File: config.mk
export PLATFORM = sky130hd
export DESIGN_NAME = ram_access_ctrl_flat
export DESIGN_NICKNAME = d
export VERILOG_FILES = /design/src/rtl/ram_ctrl_pkg.sv /design/src/rtl/ram_access_ctrl_if.sv /design/src/rtl/ram_fill_seq.sv /design/src/rtl/ram_access_ctrl.sv /design/src/flat_wrapper.sv
export SDC_FILE = /design/constraint.sdc
export NUM_CORES = 1
export LEC_CHECK = 0
export ABC_CLOCK_PERIOD_IN_PS = 1500
export BUFFER_PORTS_ARGS = -buffer_cell sky130_fd_sc_hd__buf_2
export CAP_MARGIN = 0
export CELL_PAD_IN_SITES_DETAIL_PLACEMENT = 1
export CELL_PAD_IN_SITES_GLOBAL_PLACEMENT = 1
export CORE_ASPECT_RATIO = 0.6
export CORE_UTILIZATION = 32
export CTS_CLUSTER_SIZE = 40
export DETAILED_ROUTE_END_ITERATION = 10
export PLACE_DENSITY = 0.83
export SKIP_LAST_GASP = 1
export SLEW_MARGIN = 10
export SYNTH_ARGS = -nofsm -noshare
export SYNTH_HDL_FRONTEND = slang
export SYNTH_SLANG_ARGS = --single-unit
File: constraint.sdc
create_clock -name i_clk -period 1.5 [get_ports i_clk]
set_clock_uncertainty 0.05 [all_clocks]
set_input_delay 0.225 -clock i_clk [delete_from_list [all_inputs] [get_ports i_clk]]
set_output_delay 0.225 -clock i_clk [all_outputs]
set_load 0.05 [all_outputs]
File: src/rtl/ram_ctrl_pkg.sv
// rtl/ram_ctrl_pkg.sv - shared state encoding and default widths for the RAM access controller
package ram_ctrl_pkg;

    localparam int DEF_ADDR_W = 8;
    localparam int DEF_DATA_W = 8;

    typedef enum logic [1:0] {
        ST_IDLE  = 2'd0,
        ST_WRITE = 2'd1,
        ST_READ  = 2'd2,
        ST_FILL  = 2'd3
    } state_t;

endpackage

File: src/rtl/ram_access_ctrl_if.sv
// rtl/ram_access_ctrl_if.sv - request/response, fill and RAM-side signal bundle
interface ram_access_ctrl_if #(
    parameter int ADDR_W = 8,
    parameter int DATA_W = 8
);
    logic              req_valid;
    logic              req_ready;
    logic              req_we;
    logic [ADDR_W-1:0] req_addr;
    logic [DATA_W-1:0] req_wdata;
    logic              rsp_valid;
    logic [DATA_W-1:0] rsp_rdata;
    logic              fill_start;
    logic [DATA_W-1:0] fill_value;
    logic              fill_busy;
    logic              fill_done;
    logic [ADDR_W-1:0] ram_addr;
    logic [DATA_W-1:0] ram_din;
    logic              ram_we;
    logic [DATA_W-1:0] ram_dout;

    // system side: processor requests plus the RAM array's read port
    modport master (
        output req_valid, req_we, req_addr, req_wdata, fill_start, fill_value, ram_dout,
        input  req_ready, rsp_valid, rsp_rdata, fill_busy, fill_done, ram_addr, ram_din, ram_we
    );

    modport slave (
        input  req_valid, req_we, req_addr, req_wdata, fill_start, fill_value, ram_dout,
        output req_ready, rsp_valid, rsp_rdata, fill_busy, fill_done, ram_addr, ram_din, ram_we
    );
endinterface

File: src/rtl/ram_fill_seq.sv
// rtl/ram_fill_seq.sv - block-fill address counter; one extra bit so the sweep ends on carry
module ram_fill_seq #(
    parameter int ADDR_W = 8
) (
    input  logic              i_clk,
    input  logic              i_rst_n,
    input  logic              i_start,
    input  logic              i_active,
    output logic [ADDR_W-1:0] o_addr,
    output logic              o_last,
    output logic              o_done
);
    localparam logic [ADDR_W:0] CNT_ONE = {{ADDR_W{1'b0}}, 1'b1};

    logic [ADDR_W:0] r_cnt;
    logic            r_done;

    // r_cnt holds the next address to write; address 0 is issued by the start itself
    always_ff @(posedge i_clk) begin
        if (!i_rst_n) begin
            r_cnt  <= '0;
            r_done <= 1'b0;
        end else begin
            r_done <= i_active & r_cnt[ADDR_W];
            if (i_start) begin
                r_cnt <= CNT_ONE;
            end else if (i_active && !r_cnt[ADDR_W]) begin
                r_cnt <= r_cnt + CNT_ONE;
            end
        end
    end

    assign o_addr = r_cnt[ADDR_W-1:0];
    assign o_last = r_cnt[ADDR_W];
    assign o_done = r_done;

endmodule

File: src/rtl/ram_access_ctrl.sv
// rtl/ram_access_ctrl.sv - request sequencer in front of the RAM array with block-fill mode
module ram_access_ctrl
    import ram_ctrl_pkg::*;
#(
    parameter int ADDR_W = DEF_ADDR_W,
    parameter int DATA_W = DEF_DATA_W,
    parameter int RD_LAT = 1
) (
    input logic          i_clk,
    input logic          i_rst_n,
    ram_access_ctrl_if.slave bus
);
    localparam logic [1:0] LAT_END = 2'(RD_LAT);

    state_t            r_state, w_state_nxt;
    logic [ADDR_W-1:0] r_ram_addr, w_ram_addr_nxt;
    logic [DATA_W-1:0] r_ram_din, w_ram_din_nxt;
    logic              r_ram_we, w_ram_we_nxt;
    logic              r_rsp_valid, w_rsp_valid_nxt;
    logic [DATA_W-1:0] r_rsp_rdata, w_rsp_rdata_nxt;
    logic              r_fill_busy, w_fill_busy_nxt;
    logic [1:0]        r_lat_cnt, w_lat_cnt_nxt;

    logic              w_req_ready;
    logic              w_fill_go;
    logic              w_fill_active;
    logic [ADDR_W-1:0] w_fill_addr;
    logic              w_fill_last;
    logic              w_fill_done;

    assign w_req_ready   = (r_state == ST_IDLE) & ~bus.fill_start & i_rst_n;
    assign w_fill_go     = (r_state == ST_IDLE) & bus.fill_start;
    assign w_fill_active = (r_state == ST_FILL);

    ram_fill_seq #(
        .ADDR_W (ADDR_W)
    ) u_fill_seq (
        .i_clk    (i_clk),
        .i_rst_n  (i_rst_n),
        .i_start  (w_fill_go),
        .i_active (w_fill_active),
        .o_addr   (w_fill_addr),
        .o_last   (w_fill_last),
        .o_done   (w_fill_done)
    );

    always_ff @(posedge i_clk) begin
        if (!i_rst_n) begin
            r_state     <= ST_IDLE;
            r_ram_addr  <= '0;
            r_ram_din   <= '0;
            r_ram_we    <= 1'b0;
            r_rsp_valid <= 1'b0;
            r_rsp_rdata <= '0;
            r_fill_busy <= 1'b0;
            r_lat_cnt   <= '0;
        end else begin
            r_state     <= w_state_nxt;
            r_ram_addr  <= w_ram_addr_nxt;
            r_ram_din   <= w_ram_din_nxt;
            r_ram_we    <= w_ram_we_nxt;
            r_rsp_valid <= w_rsp_valid_nxt;
            r_rsp_rdata <= w_rsp_rdata_nxt;
            r_fill_busy <= w_fill_busy_nxt;
            r_lat_cnt   <= w_lat_cnt_nxt;
        end
    end

    always_comb begin
        w_state_nxt     = r_state;
        w_ram_addr_nxt  = r_ram_addr;
        w_ram_din_nxt   = r_ram_din;
        w_ram_we_nxt    = 1'b0;
        w_rsp_valid_nxt = 1'b0;
        w_rsp_rdata_nxt = r_rsp_rdata;
        w_fill_busy_nxt = r_fill_busy;
        w_lat_cnt_nxt   = r_lat_cnt;

        case (r_state)
            ST_IDLE: begin
                // fill has priority; w_req_ready is already low when fill_start is high
                if (bus.fill_start) begin
                    w_ram_addr_nxt  = '0;
                    w_ram_din_nxt   = bus.fill_value;
                    w_ram_we_nxt    = 1'b1;
                    w_fill_busy_nxt = 1'b1;
                    w_state_nxt     = ST_FILL;
                end else if (bus.req_valid && w_req_ready) begin
                    w_ram_addr_nxt = bus.req_addr;
                    if (bus.req_we) begin
                        w_ram_din_nxt = bus.req_wdata;
                        w_ram_we_nxt  = 1'b1;
                        w_state_nxt   = ST_WRITE;
                    end else begin
                        w_lat_cnt_nxt = '0;
                        w_state_nxt   = ST_READ;
                    end
                end
            end
            ST_WRITE: begin
                w_state_nxt = ST_IDLE;
            end
            ST_READ: begin
                if (r_lat_cnt == LAT_END) begin
                    w_rsp_rdata_nxt = bus.ram_dout;
                    w_rsp_valid_nxt = 1'b1;
                    w_state_nxt     = ST_IDLE;
                end else begin
                    w_lat_cnt_nxt = r_lat_cnt + 2'd1;
                end
            end
            ST_FILL: begin
                if (w_fill_last) begin
                    w_fill_busy_nxt = 1'b0;
                    w_state_nxt     = ST_IDLE;
                end else begin
                    w_ram_addr_nxt = w_fill_addr;
                    w_ram_we_nxt   = 1'b1;
                end
            end
            default: begin
                w_state_nxt = ST_IDLE;
            end
        endcase
    end

    assign bus.req_ready = w_req_ready;
    assign bus.rsp_valid = r_rsp_valid;
    assign bus.rsp_rdata = r_rsp_rdata;
    assign bus.fill_busy = r_fill_busy;
    assign bus.fill_done = w_fill_done;
    assign bus.ram_addr  = r_ram_addr;
    assign bus.ram_din   = r_ram_din;
    assign bus.ram_we    = r_ram_we;

endmodule

File: src/flat_wrapper.sv
// flat-port wrapper written by rule: the top's interface ports become plain ports
module ram_access_ctrl_flat import ram_ctrl_pkg::*;
#(
    parameter int ADDR_W = DEF_ADDR_W,
    parameter int DATA_W = DEF_DATA_W,
    parameter int RD_LAT = 1
)
  (i_clk, i_rst_n, bus_req_valid, bus_req_we, bus_req_addr, bus_req_wdata, bus_fill_start, bus_fill_value, bus_ram_dout, bus_req_ready, bus_rsp_valid, bus_rsp_rdata, bus_fill_busy, bus_fill_done, bus_ram_addr, bus_ram_din, bus_ram_we);
  ram_access_ctrl_if #(.ADDR_W(ADDR_W), .DATA_W(DATA_W)) bus_i ();
  input logic i_clk;
  input logic i_rst_n;
  input wire logic [$bits(bus_i.req_valid)-1:0] bus_req_valid;
  input wire logic [$bits(bus_i.req_we)-1:0] bus_req_we;
  input wire logic [$bits(bus_i.req_addr)-1:0] bus_req_addr;
  input wire logic [$bits(bus_i.req_wdata)-1:0] bus_req_wdata;
  input wire logic [$bits(bus_i.fill_start)-1:0] bus_fill_start;
  input wire logic [$bits(bus_i.fill_value)-1:0] bus_fill_value;
  input wire logic [$bits(bus_i.ram_dout)-1:0] bus_ram_dout;
  output wire logic [$bits(bus_i.req_ready)-1:0] bus_req_ready;
  output wire logic [$bits(bus_i.rsp_valid)-1:0] bus_rsp_valid;
  output wire logic [$bits(bus_i.rsp_rdata)-1:0] bus_rsp_rdata;
  output wire logic [$bits(bus_i.fill_busy)-1:0] bus_fill_busy;
  output wire logic [$bits(bus_i.fill_done)-1:0] bus_fill_done;
  output wire logic [$bits(bus_i.ram_addr)-1:0] bus_ram_addr;
  output wire logic [$bits(bus_i.ram_din)-1:0] bus_ram_din;
  output wire logic [$bits(bus_i.ram_we)-1:0] bus_ram_we;
  assign bus_i.req_valid = bus_req_valid;
  assign bus_i.req_we = bus_req_we;
  assign bus_i.req_addr = bus_req_addr;
  assign bus_i.req_wdata = bus_req_wdata;
  assign bus_i.fill_start = bus_fill_start;
  assign bus_i.fill_value = bus_fill_value;
  assign bus_i.ram_dout = bus_ram_dout;
  assign bus_req_ready = bus_i.req_ready;
  assign bus_rsp_valid = bus_i.rsp_valid;
  assign bus_rsp_rdata = bus_i.rsp_rdata;
  assign bus_fill_busy = bus_i.fill_busy;
  assign bus_fill_done = bus_i.fill_done;
  assign bus_ram_addr = bus_i.ram_addr;
  assign bus_ram_din = bus_i.ram_din;
  assign bus_ram_we = bus_i.ram_we;
  ram_access_ctrl #(.ADDR_W(ADDR_W), .DATA_W(DATA_W), .RD_LAT(RD_LAT)) u_core (.i_clk(i_clk), .i_rst_n(i_rst_n), .bus(bus_i));
endmodule
==> impl_metrics.sql, run 1 <==
INSERT INTO impl_metrics (metric_group, metric, value, unit) VALUES
('outcome', 'run_status', 'complete, but fails checks', ''),
('outcome', 'failed_checks', 'negative setup slack', ''),
('synthesis', 'synth_top_cells_by_area', 'sky130_fd_sc_hd__dfxtp_1 (44%), sky130_fd_sc_hd__nand2_1 (6.4%), sky130_fd_sc_hd__o211a_1 (4.2%)', ''),
('floorplan', 'pin_count', '66', ''),
('routing', 'antenna_left', '0', ''),
('timing', 'timing.final.crit_period', '1.64', 'ns'),
('routing', 'drt-pass1-iter-count', '4', ''),
('synthesis', 'mappedNetlistArea', '1890', 'µm²'),
('synthesis', 'synthesis.nets', '249', ''),
('worst_setup_path', 'startpoint_type', 'flop', ''),
('timing', 'holdWs', '0.116', 'ns'),
('routing', 'wl_per_cell', '15.9', 'µm'),
('clock_tree', 'htree_num_levels', '2', ''),
('synthesis', 'synth_top_area_share', '43.5', '%'),
('floorplan', 'initial_core_util', '33.5', '%'),
('final_layout', 'area_grow_syn2layout', '40.5', '%'),
('floorplan', 'design.core.area', '5620', 'µm²'),
('timing', 'setup_tns', '-1.37', 'ns'),
('routing', 'num_vias', '1850', ''),
('final_layout', 'n_antenna_cell', '0', ''),
('floorplan', 'die_area', '6210', 'µm²'),
('routing', 'detailedRoute.firstIterationViolations', '62', ''),
('pwr', 'p_total', '5.15', 'mW'),
('floorplan', 'die_w', '101', 'µm'),
('clock_tree', 'cts_clk_pin_slew_worst_paths', '0.08', 'ns'),
('worst_setup_path', 'crit_type', 'flop to flop', ''),
('placed_design', 'hpwl', '4150', 'µm'),
('clock_tree', 'clk-insertion-delay-late', '0.30', 'ns'),
('pwr', 'ir_worst_vdd', '0.000867', 'V'),
('global_route', 'gr-total-overflow', '0', ''),
('routing', 'drc', '0', ''),
('pwr', 'total_leakage_power', '1.23', 'nW'),
('timing', 'setup_viol', '13', ''),
('timing', 'finalWorstSetupSlack', '-0.142', 'ns'),
('worst_setup_path', 'ff2ff_setup_slack', '-0.14', 'ns'),
('global_route', 'grt_first_pass_wirelength', '9190', 'µm'),
('global_route', 'grt_util_all_layers', '19.9', '%'),
('synthesis', 'post_synthesis_cell_count', '206', ''),
('worst_setup_path', 'timing.critical_path.to_type', 'flop', ''),
('timing', 'relSlewSlack', '74.2', '%'),
('placed_design', 'gp_congestion', '0.816', ''),
('clock_tree', 'cts_root_buffer', 'sky130_fd_sc_hd__clkbuf_8', ''),
('hold_path', 'hold_class', 'input pin to flop', ''),
('final_layout', 'post_route_cells_drive_above_1_share', '40.3', '%'),
('routing', 'vias_per_cell', '5.00', ''),
('synthesis', 'cell_accounting_for_the_most_synthesized_area', 'sky130_fd_sc_hd__dfxtp_1', ''),
('global_route', 'antenna_violations_before_repair', '0', ''),
('synthesis', 'ys_ff_latch', '41', ''),
('floorplan', 'dieHeight', '61.5', 'µm'),
('timing', 'tightest_slew', '0.386', 'ns'),
('synthesis', 'synth_mux_area_share', '2.65', '%'),
('floorplan', 'rows', '21', ''),
('timing', 'fmaxAchievable', '0.609', 'GHz'),
('synthesis', 'syn_area_per_cell', '9.15', 'µm²'),
('final_layout', 'finish.net_count', '332', ''),
('worst_setup_path', 'worst_path_fanout_max', '8', ''),
('timing', 'rsz0062_at_grt', 'true', ''),
('global_route', 'grt_start_max_net_pins', '22', ''),
('final_layout', 'final_core_utilization', '47.1', '%'),
('timing', 'timing.final.max_slew_violations', '0', ''),
('timing', 'number_of_hold_violations_in_the_final_report', '0', ''),
('synthesis', 'synth_compound_area_share', '21.9', '%'),
('clock_tree', 'tritoncts_buffers', '5', ''),
('synthesis', 'synth_adder_area_share', '3.98', '%'),
('final_layout', 'finish.cell_count_without_fillers', '370', ''),
('pwr', 'cell_area_power_density', '1950', 'nW/µm²'),
('clock_tree', 'tritoncts', 'built', ''),
('placed_design', 'dpl_cells', '357', ''),
('clock_tree', 'holdBufCountCts', '0', ''),
('routing', 'postRouteWirelength', '5890', 'µm'),
('timing', 'timing.final.crit_share', '109', '%');
where the power goes:
group	total (mW)	leakage (nW)	internal, mW	switching [mW]
clock network	0.929	0.0585	0.543	0.386
registers	1.46	0.336	1.32	0.144
logic	2.76	0.837	1.11	1.65
cell usage after synthesis (all sizes together):
cell,number
a211oi,8
a21boi,10
a221oi,2
a22oi,8
a31oi,2
a41oi,1
and2,4
and3,4
and4b,1
buf,5
clkbuf,5
dfxtp,41
ha,6
inv,5
mux2i,5
nand2,33
nand3b,2
nand4,4
nor2,20
nor2b,3
nor3,9
nor3b,2
o211a,8
o21a,1
o21ai,10
xnor2,1
xor2,6
timing repair:
action	CTS	global route
endpoints found under the hold margin	0	0
endpoints found under the setup margin	17	33
cloned	1	0
buffers inserted	3	2
pin swaps	1	5
resized for setup	6	20
final timing paths:
check / from / end / depth (start not counted)
setup / recovery: u_core.r_state[0]$_SDFFE_PN0P_ / u_core.bus.ram_addr[7]$_SDFFE_PN0P_ / 8
hold / removal: bus_ram_dout[0] / u_core.bus.rsp_rdata[0]$_SDFFE_PN0N_ / 3
setup reg to reg: u_core.r_state[0]$_SDFFE_PN0P_ / u_core.bus.ram_addr[7]$_SDFFE_PN0P_ / 8
hold reg to reg: u_core.bus.rsp_rdata[3]$_SDFFE_PN0N_ / u_core.bus.rsp_rdata[3]$_SDFFE_PN0N_ / 2
cell type report:
cell class / instances / area, µm² / share of cell area (%)
Multi-Input combinational cell: 150 / 1070 / 40.2
Inverter: 5 / 23.8 / 0.897
Clock inverter: 1 / 30.0 / 1.13
Clock buffer: 7 / 86.3 / 3.26
Sequential cell: 41 / 826 / 31.2
Timing Repair Buffer: 86 / 517 / 19.5
Tap cell: 80 / 100 / 3.78
critical path: stages, from the launching register on:
cell                       delay [ns]
sky130_fd_sc_hd__dfxtp_2         0.37
sky130_fd_sc_hd__inv_4           0.05
sky130_fd_sc_hd__ha_4            0.15
sky130_fd_sc_hd__nor2b_4         0.13
sky130_fd_sc_hd__buf_6           0.13
sky130_fd_sc_hd__a221oi_4        0.32
sky130_fd_sc_hd__buf_12          0.17
sky130_fd_sc_hd__nand2_1         0.06
sky130_fd_sc_hd__o211a_1         0.12
routing by layer:
layer / track usage [%] / routed length (µm) / share of wire (%) / vias to the layer above
li1: - / - / - / 891
met1: 25.1 / 2640 / 45 / 886
met2: 32.4 / 2780 / 47 / 61
met3: 5.68 / 371 / 6.3 / 12
met4: 9.11 / 99 / 1.7 / 0
met5: 0 / 0 / 0 / -
flip-flops by register name, indices dropped and copies added, names as in the netlist, 2 cells and up:
name	count
u_core.u_fill_seq.r_cnt	9
u_core.bus.rsp_rdata	8
u_core.r_lat_cnt	2
u_core.bus.ram_din	8
u_core.r_state	2
u_core.bus.ram_addr	8
cell usage in the layout, fill, tap and decap left out, drive strengths merged, types with 2 or more instances in the layout:
cell    Yosys  final
a21boi     10     10
mux2i       5      5
clkbuf      5      7
o21ai      10     10
a211oi      8      8
nor3b       2      2
nor3        9      9
xor2        6      6
a221oi      2      2
and3        4      4
o211a       8      8
nor2       20     20
dfxtp      41     41
nand3b      2      2
nor2b       3      3
a22oi       8      8
ha          6      6
buf         5     86
nand2      33     33
a31oi       2      2
nand4       4      4
inv         5      5
and2        4      4
logic make-up after synthesis:
| group | count (synthesis) |
|---|---|
| buffers and inverters | 15 |
| XOR/XNOR | 7 |
| adder cells (fa/ha/maj) | 6 |
| flip-flops | 41 |
| multiplexers | 5 |
| AND/OR/NAND/NOR | 82 |
| AO/OA/AOI/OAI | 50 |
Power figures use the tool's default switching activity.
==> run 2: changes to the inputs <==
- SETUP_SLACK_MARGIN: not set -> 0.1
==> impl_metrics.sql, run 2 (synthesis results as in run 1) <==
INSERT INTO impl_metrics (metric_group, metric, value, unit) VALUES
('outcome', 'run_status', 'complete, but fails checks', ''),
('outcome', 'failed_checks', 'negative setup slack', ''),
('placed_design', 'dpl_cell_area', '2400', 'µm²'),
('global_route', 'gr-total-overflow', '0', ''),
('timing', 'holdWs', '0.105', 'ns'),
('global_route', 'grt_first_pass_wirelength', '9580', 'µm'),
('routing', 'drt-pass1-iter-count', '4', ''),
('worst_setup_path', 'crit_chain', 'inv_4 -> ha_4 -> nor2b_4 -> buf_6 -> a221oi_4 -> buf_6 -> buf_16 -> o211a_1', ''),
('floorplan', 'design.core.area', '5620', 'µm²'),
('placed_design', 'hpwl', '4150', 'µm'),
('worst_setup_path', 'worst_path_fanout_max', '8', ''),
('final_layout', 'final_common_cell', 'sky130_fd_sc_hd__buf_2', ''),
('clock_tree', 'tritoncts', 'built', ''),
('floorplan', 'pin_count', '66', ''),
('placed_design', 'gp_congestion', '0.816', ''),
('placed_design', 'io_buffer_count', '65', ''),
('timing', 'fmaxAchievable', '0.591', 'GHz'),
('final_layout', 'finish.net_count', '337', ''),
('placed_design', 'detailedPlace.worstSlack', '-0.0748', 'ns'),
('clock_tree', 'tritoncts_num_sinks', '41', ''),
('clock_tree', 'clk-insertion-delay-late', '0.30', 'ns'),
('worst_setup_path', 'crit_slowest_cell', 'sky130_fd_sc_hd__dfxtp_4', ''),
('global_route', 'vias_in_the_first_global_route', '1891', ''),
('global_route', 'antenna_violations_before_repair', '0', ''),
('clock_tree', 'tritoncts_buffers', '5', ''),
('final_layout', 'num-fill-cells', '675', ''),
('timing', 'timing.final.crit_period', '1.69', 'ns'),
('hold_path', 'hold_class', 'input pin to flop', ''),
('final_layout', 'top_register', 'u_core.u_fill_seq.r_cnt', ''),
('final_layout', 'post_route_cells_drive_above_1_share', '44.7', '%'),
('clock_tree', 'cts_clk_pin_slew_worst_paths', '0.08', 'ns'),
('clock_tree', 'cts_root_buffer', 'sky130_fd_sc_hd__clkbuf_8', ''),
('worst_setup_path', 'crit_required', '1.70', 'ns'),
('final_layout', 'design_area', '2820', 'µm²'),
('final_layout', 'most-common-layout-cells', 'sky130_fd_sc_hd__buf_2 (64), sky130_fd_sc_hd__dfxtp_1 (39), sky130_fd_sc_hd__nand2_1 (27)', ''),
('job', 'max_cap_check_violation_count', '0', ''),
('routing', 'antenna_left', '0', ''),
('worst_setup_path', 'path_common_cell', 'sky130_fd_sc_hd__buf_6', ''),
('worst_setup_path', 'timing.critical_path.to_type', 'flop', ''),
('timing', 'number_of_hold_violations_in_the_final_report', '0', ''),
('worst_setup_path', 'cp_num_buf_inv', '4', ''),
('pwr', 'p_total', '5.64', 'mW'),
('timing', 'timing.final.max_slew_violations', '0', ''),
('clock_tree', 'clock_buffer_depth', '2', ''),
('floorplan', 'initial_core_util', '33.5', '%'),
('timing', 'setup_tns', '-2.19', 'ns'),
('routing', 'drc', '0', ''),
('routing', 'wl_per_cell', '17.6', 'µm'),
('timing', 'tightest_slew', '0.384', 'ns'),
('timing', 'rsz0062_at_grt', 'true', ''),
('placed_design', 'dpl_cells', '357', ''),
('clock_tree', 'htree_num_levels', '2', ''),
('pwr', 'total_leakage_power', '1.29', 'nW'),
('timing', 'setup_viol', '16', ''),
('worst_setup_path', 'startpoint_type', 'flop', ''),
('floorplan', 'die_w', '101', 'µm'),
('final_layout', 'n_antenna_cell', '0', ''),
('final_layout', 'finish.cell_count_without_fillers', '375', ''),
('final_layout', 'largest_register_ffs', '9', ''),
('routing', 'postRouteWirelength', '6610', 'µm'),
('floorplan', 'rows', '21', ''),
('routing', 'vias_per_cell', '5.10', ''),
('floorplan', 'die_area', '6210', 'µm²'),
('global_route', 'grt_util_all_layers', '21.0', '%'),
('final_layout', 'area_grow_syn2layout', '49.4', '%'),
('pwr', 'ir_worst_vdd', '0.000876', 'V'),
('global_route', 'grt_start_max_net_pins', '22', ''),
('worst_setup_path', 'crit_arrival', '1.89', 'ns'),
('timing', 'relSlewSlack', '74.3', '%'),
('worst_setup_path', 'crit_type', 'flop to flop', ''),
('pwr', 'cell_area_power_density', '2000', 'nW/µm²'),
('worst_setup_path', 'cp_top_family', 'compound AO/OA/AOI/OAI gates', ''),
('routing', 'num_vias', '1911', ''),
('final_layout', 'final_core_utilization', '50.1', '%'),
('timing', 'timing.final.crit_share', '113', '%'),
('timing', 'finalWorstSetupSlack', '-0.193', 'ns'),
('worst_setup_path', 'critical-path-max-stage-delay', '0.38', 'ns'),
('routing', 'detailedRoute.firstIterationViolations', '97', ''),
('floorplan', 'dieHeight', '61.5', 'µm');
## run 2: cell count changes in the layout (fill, tap and decap cells not counted), moves of 2 or more
cell                       change
sky130_fd_sc_hd__a211oi_1      -4
sky130_fd_sc_hd__a211oi_2      +4
sky130_fd_sc_hd__a21boi_0      -4
sky130_fd_sc_hd__a21boi_1      +4
sky130_fd_sc_hd__buf_4         -3
sky130_fd_sc_hd__buf_6         +5
sky130_fd_sc_hd__nand2_1       -2
## run 2: final cells by class
type                    instances  area, µm²  share of cell area, %
flip-flops and latches         41        828                   29.4
clock buffers                   7       86.3                   3.07
multi-input cells             150       1130                   40.3
well taps                      80        100                   3.55
inverters                       5       23.8                  0.844
repair buffers                 91        613                   21.8
clock inverters                 1       30.0                   1.07
## run 2: worst paths after layout
check	slack [ns]	endpoint	startpoint	depth (start not counted)
max	-0.19	u_core.bus.ram_addr[1]$_SDFFE_PN0P_	u_core.r_state[0]$_SDFFE_PN0P_	8
min	0.10	u_core.bus.rsp_rdata[7]$_SDFFE_PN0N_	bus_ram_dout[7]	3
max reg2reg	-0.19	u_core.bus.ram_addr[1]$_SDFFE_PN0P_	u_core.r_state[0]$_SDFFE_PN0P_	8
min reg2reg	0.41	u_core.bus.rsp_rdata[6]$_SDFFE_PN0N_	u_core.bus.rsp_rdata[6]$_SDFFE_PN0N_	2
## run 2: worst min-delay path: cells and delay by family
family / cells / cell delay, ns
compound gates: 1 / 0.05
simple gates: 1 / 0.05
buf+inv: 1 / 0.10
## run 2: power by group
group          leakage [nW]  switching, mW  total, mW  internal [mW]
sequential            0.336          0.154       1.48           1.33
combinational         0.895           1.82       3.23           1.41
clock                0.0585          0.391      0.933          0.543
total                  1.29           2.36       5.64           3.28
## run 2: layer usage
layer | GRT usage, % | up-vias | routed length, µm
met3 | 5.45 | 16 | 443
met1 | 25.7 | 927 | 2730
met5 | 0 | - | 0
met4 | 9.52 | 0 | 145
met2 | 35.8 | 67 | 3300
li1 | - | 901 | -
## run 2: what timing repair did
item,CTS,global route
hold buffers,0,0
cloned,1,0
pin swaps,6,14
endpoints found under the setup margin,39,38
buffers inserted,6,5
resized for setup,29,25
==> run 3: changes to the inputs <==
- CORE_ASPECT_RATIO: 0.6 -> not set
==> impl_metrics.sql, run 3 (synthesis results as in run 1) <==
INSERT INTO impl_metrics (metric_group, metric, value, unit) VALUES
('clock_tree', 'htree_num_levels', '2', ''),
('timing', 'timing.final.crit_period', '1.65', 'ns'),
('floorplan', 'rows', '27', ''),
('placed_design', 'hpwl', '3830', 'µm'),
('floorplan', 'initial_core_util', '33.6', '%'),
('pwr', 'intPower', '3.08', 'mW'),
('worst_setup_path', 'startpoint_type', 'flop', ''),
('routing', 'route.top_layer_used', 'met4', ''),
('placed_design', 'dpl_cells', '352', ''),
('floorplan', 'dieHeight', '78.8', 'µm'),
('global_route', 'grt_start_max_net_pins', '22', ''),
('global_route', 'antenna_violations_before_repair', '0', ''),
('routing', 'antenna_left', '0', ''),
('routing', 'num_vias', '1830', ''),
('final_layout', 'area_grow_syn2layout', '44.8', '%'),
('routing', 'vias_per_cell', '4.99', ''),
('placed_design', 'io_buffer_count', '65', ''),
('timing', 'number_of_hold_violations_in_the_final_report', '0', ''),
('worst_setup_path', 'crit_chain', 'inv_4 -> ha_4 -> nor2b_4 -> buf_6 -> a221oi_4 -> buf_6 -> buf_16 -> o211a_1', ''),
('pwr', 'pwr-share-comb', '58.4', '%'),
('worst_setup_path', 'crit_slowest_cell', 'sky130_fd_sc_hd__dfxtp_4', ''),
('worst_setup_path', 'path_common_cell', 'sky130_fd_sc_hd__buf_6', ''),
('outcome', 'failed_checks', 'negative setup slack', ''),
('timing', 'timing.final.max_slew_violations', '0', ''),
('timing', 'tightest_slew', '0.345', 'ns'),
('clock_tree', 'clk-insertion-delay-late', '0.30', 'ns'),
('timing', 'timing.final.crit_share', '110', '%'),
('pwr', 'net-switching-power', '2.22', 'mW'),
('routing', 'detailedRoute.firstIterationViolations', '47', ''),
('final_layout', 'largest_register_ffs', '9', ''),
('clock_tree', 'tritoncts', 'built', ''),
('routing', 'postRouteWirelength', '5380', 'µm'),
('final_layout', 'finish.net_count', '338', ''),
('clock_tree', 'tritoncts_buffers', '5', ''),
('clock_tree', 'clock_buffer_depth', '2', ''),
('worst_setup_path', 'timing.critical_path.to_type', 'flop', ''),
('clock_tree', 'holdBufCountCts', '0', ''),
('pwr', 'power_frac_seq', '27.6', '%'),
('global_route', 'gr-total-overflow', '0', ''),
('pwr', 'power_switching_share', '41.9', '%'),
('pwr', 'ir_worst_vdd', '0.00107', 'V'),
('final_layout', 'final_common_cell', 'sky130_fd_sc_hd__buf_2', ''),
('final_layout', 'n_antenna_cell', '0', ''),
('floorplan', 'die_area', '6200', 'µm²'),
('pwr', 'p_total', '5.29', 'mW'),
('placed_design', 'gp_congestion', '0.774', ''),
('routing', 'wl_per_cell', '14.7', 'µm'),
('floorplan', 'design.core.area', '5610', 'µm²'),
('final_layout', 'post_route_cells_drive_above_1_share', '44.1', '%'),
('timing', 'finalWorstSetupSlack', '-0.150', 'ns'),
('global_route', 'grt_util_all_layers', '18.2', '%'),
('routing', 'drc', '0', ''),
('clock_tree', 'cts_clk_pin_slew_worst_paths', '0.07', 'ns'),
('floorplan', 'pin_count', '66', ''),
('placed_design', 'dpl_cell_area', '2410', 'µm²'),
('hold_path', 'hold_class', 'input pin to flop', ''),
('global_route', 'vias_in_the_first_global_route', '1836', ''),
('worst_setup_path', 'crit_required', '1.69', 'ns'),
('final_layout', 'final_core_utilization', '48.7', '%'),
('worst_setup_path', 'critical-path-max-stage-delay', '0.39', 'ns'),
('job', 'max_cap_check_violation_count', '0', ''),
('worst_setup_path', 'crit_type', 'flop to flop', ''),
('pwr', 'share_clk_of_total_power', '14.0', '%'),
('routing', 'drt-pass1-iter-count', '4', ''),
('routing', 'met2RoutedLength', '2670', 'µm'),
('timing', 'fmaxAchievable', '0.606', 'GHz'),
('pwr', 'total_leakage_power', '1.29', 'nW'),
('final_layout', 'design_area', '2730', 'µm²'),
('timing', 'setup_viol', '16', ''),
('worst_setup_path', 'worst_path_fanout_max', '8', ''),
('timing', 'rsz0062_at_grt', 'true', ''),
('routing', 'met3_wirelength', '288', 'µm'),
('floorplan', 'die_w', '78.8', 'µm'),
('outcome', 'run_status', 'complete, but fails checks', ''),
('worst_setup_path', 'ff2ff_setup_slack', '-0.15', 'ns'),
('global_route', 'grt_first_pass_wirelength', '8780', 'µm'),
('timing', 'relSlewSlack', '76.9', '%'),
('routing', 'met1_length', '2330', 'µm'),
('clock_tree', 'tritoncts_num_sinks', '41', ''),
('final_layout', 'top_register', 'u_core.u_fill_seq.r_cnt', ''),
('worst_setup_path', 'crit_arrival', '1.84', 'ns'),
('final_layout', 'finish.cell_count_without_fillers', '367', ''),
('pwr', 'cell_area_power_density', '1940', 'nW/µm²'),
('final_layout', 'most-common-layout-cells', 'sky130_fd_sc_hd__buf_2 (64), sky130_fd_sc_hd__dfxtp_1 (39), sky130_fd_sc_hd__nand2_1 (28)', ''),
('clock_tree', 'cts_root_buffer', 'sky130_fd_sc_hd__clkbuf_8', '');
-- run 3: cell types whose count changed in the layout (fill, tap and decap cells not counted), sizes merged --
| cell | before | now |
|---|---|---|
| buf | 91 | 92 |
| bufinv | 1 | 0 |
-- run 3: critical path: cells and delay by family (launching register included) --
kind	cells	cell delay, ns
fa+ha+maj	1	0.15
buf+inv	4	0.45
simple gates	1	0.13
flops	1	0.39
compound gates	2	0.42
-- run 3: final timing paths --
path                                        start                                    to  depth (start not counted)
max                u_core.r_state[1]$_SDFFE_PN0P_   u_core.bus.ram_addr[0]$_SDFFE_PN0P_                          8
min                               bus_ram_dout[7]  u_core.bus.rsp_rdata[7]$_SDFFE_PN0N_                          3
max reg2reg        u_core.r_state[1]$_SDFFE_PN0P_   u_core.bus.ram_addr[0]$_SDFFE_PN0P_                          8
min reg2reg  u_core.bus.rsp_rdata[3]$_SDFFE_PN0N_  u_core.bus.rsp_rdata[3]$_SDFFE_PN0N_                          2
-- run 3: layer usage --
metal  vias up  GRT usage [%]
met4         0           4.63
met3         9           4.25
li1        902              -
met5         -              0
met1       868           20.9
met2        51           33.6
-- run 3: power by group through the flow --
| stage | clock (mW) | combinational (mW) | sequential, mW |
|---|---|---|---|
| floorplan | 0 | 1.16 | 2.03 |
| global placement | 0 | 2.37 | 1.45 |
| detailed placement | 0 | 2.45 | 1.46 |
| CTS | 0.748 | 2.87 | 1.44 |
| global route | 0.814 | 3.30 | 1.49 |
| finish | 0.740 | 3.09 | 1.46 |
-- run 3: layout make-up --
class	count	area (µm²)
Timing Repair Buffer	92	597
Fill cell	677	2880
Sequential cell	41	826
Clock buffer	7	86.3
Tap cell	72	90.1
Multi-Input combinational cell	150	1110
Inverter	5	23.8
-- run 3: what timing repair did --
item | in CTS | in global routing
gates cloned | 1 | 0
setup buffers | 5 | 4
endpoints found under the setup margin | 30 | 39
pin swaps | 4 | 5
gates resized for setup | 15 | 31
-- run 3: stage by stage --
stage / setup WS [ns] / hold slack (ns) / TNS (ns)
after CTS: -0.141 / 0.123 / -1.55
after floorplan: -0.0186 / 0.320 / -0.0655
after global placement: -0.0208 / 0.398 / -0.0231
final: -0.150 / 0.121 / -1.67
after global routing: -0.217 / 0.127 / -3.38
after detailed placement: -0.0604 / 0.406 / -0.217
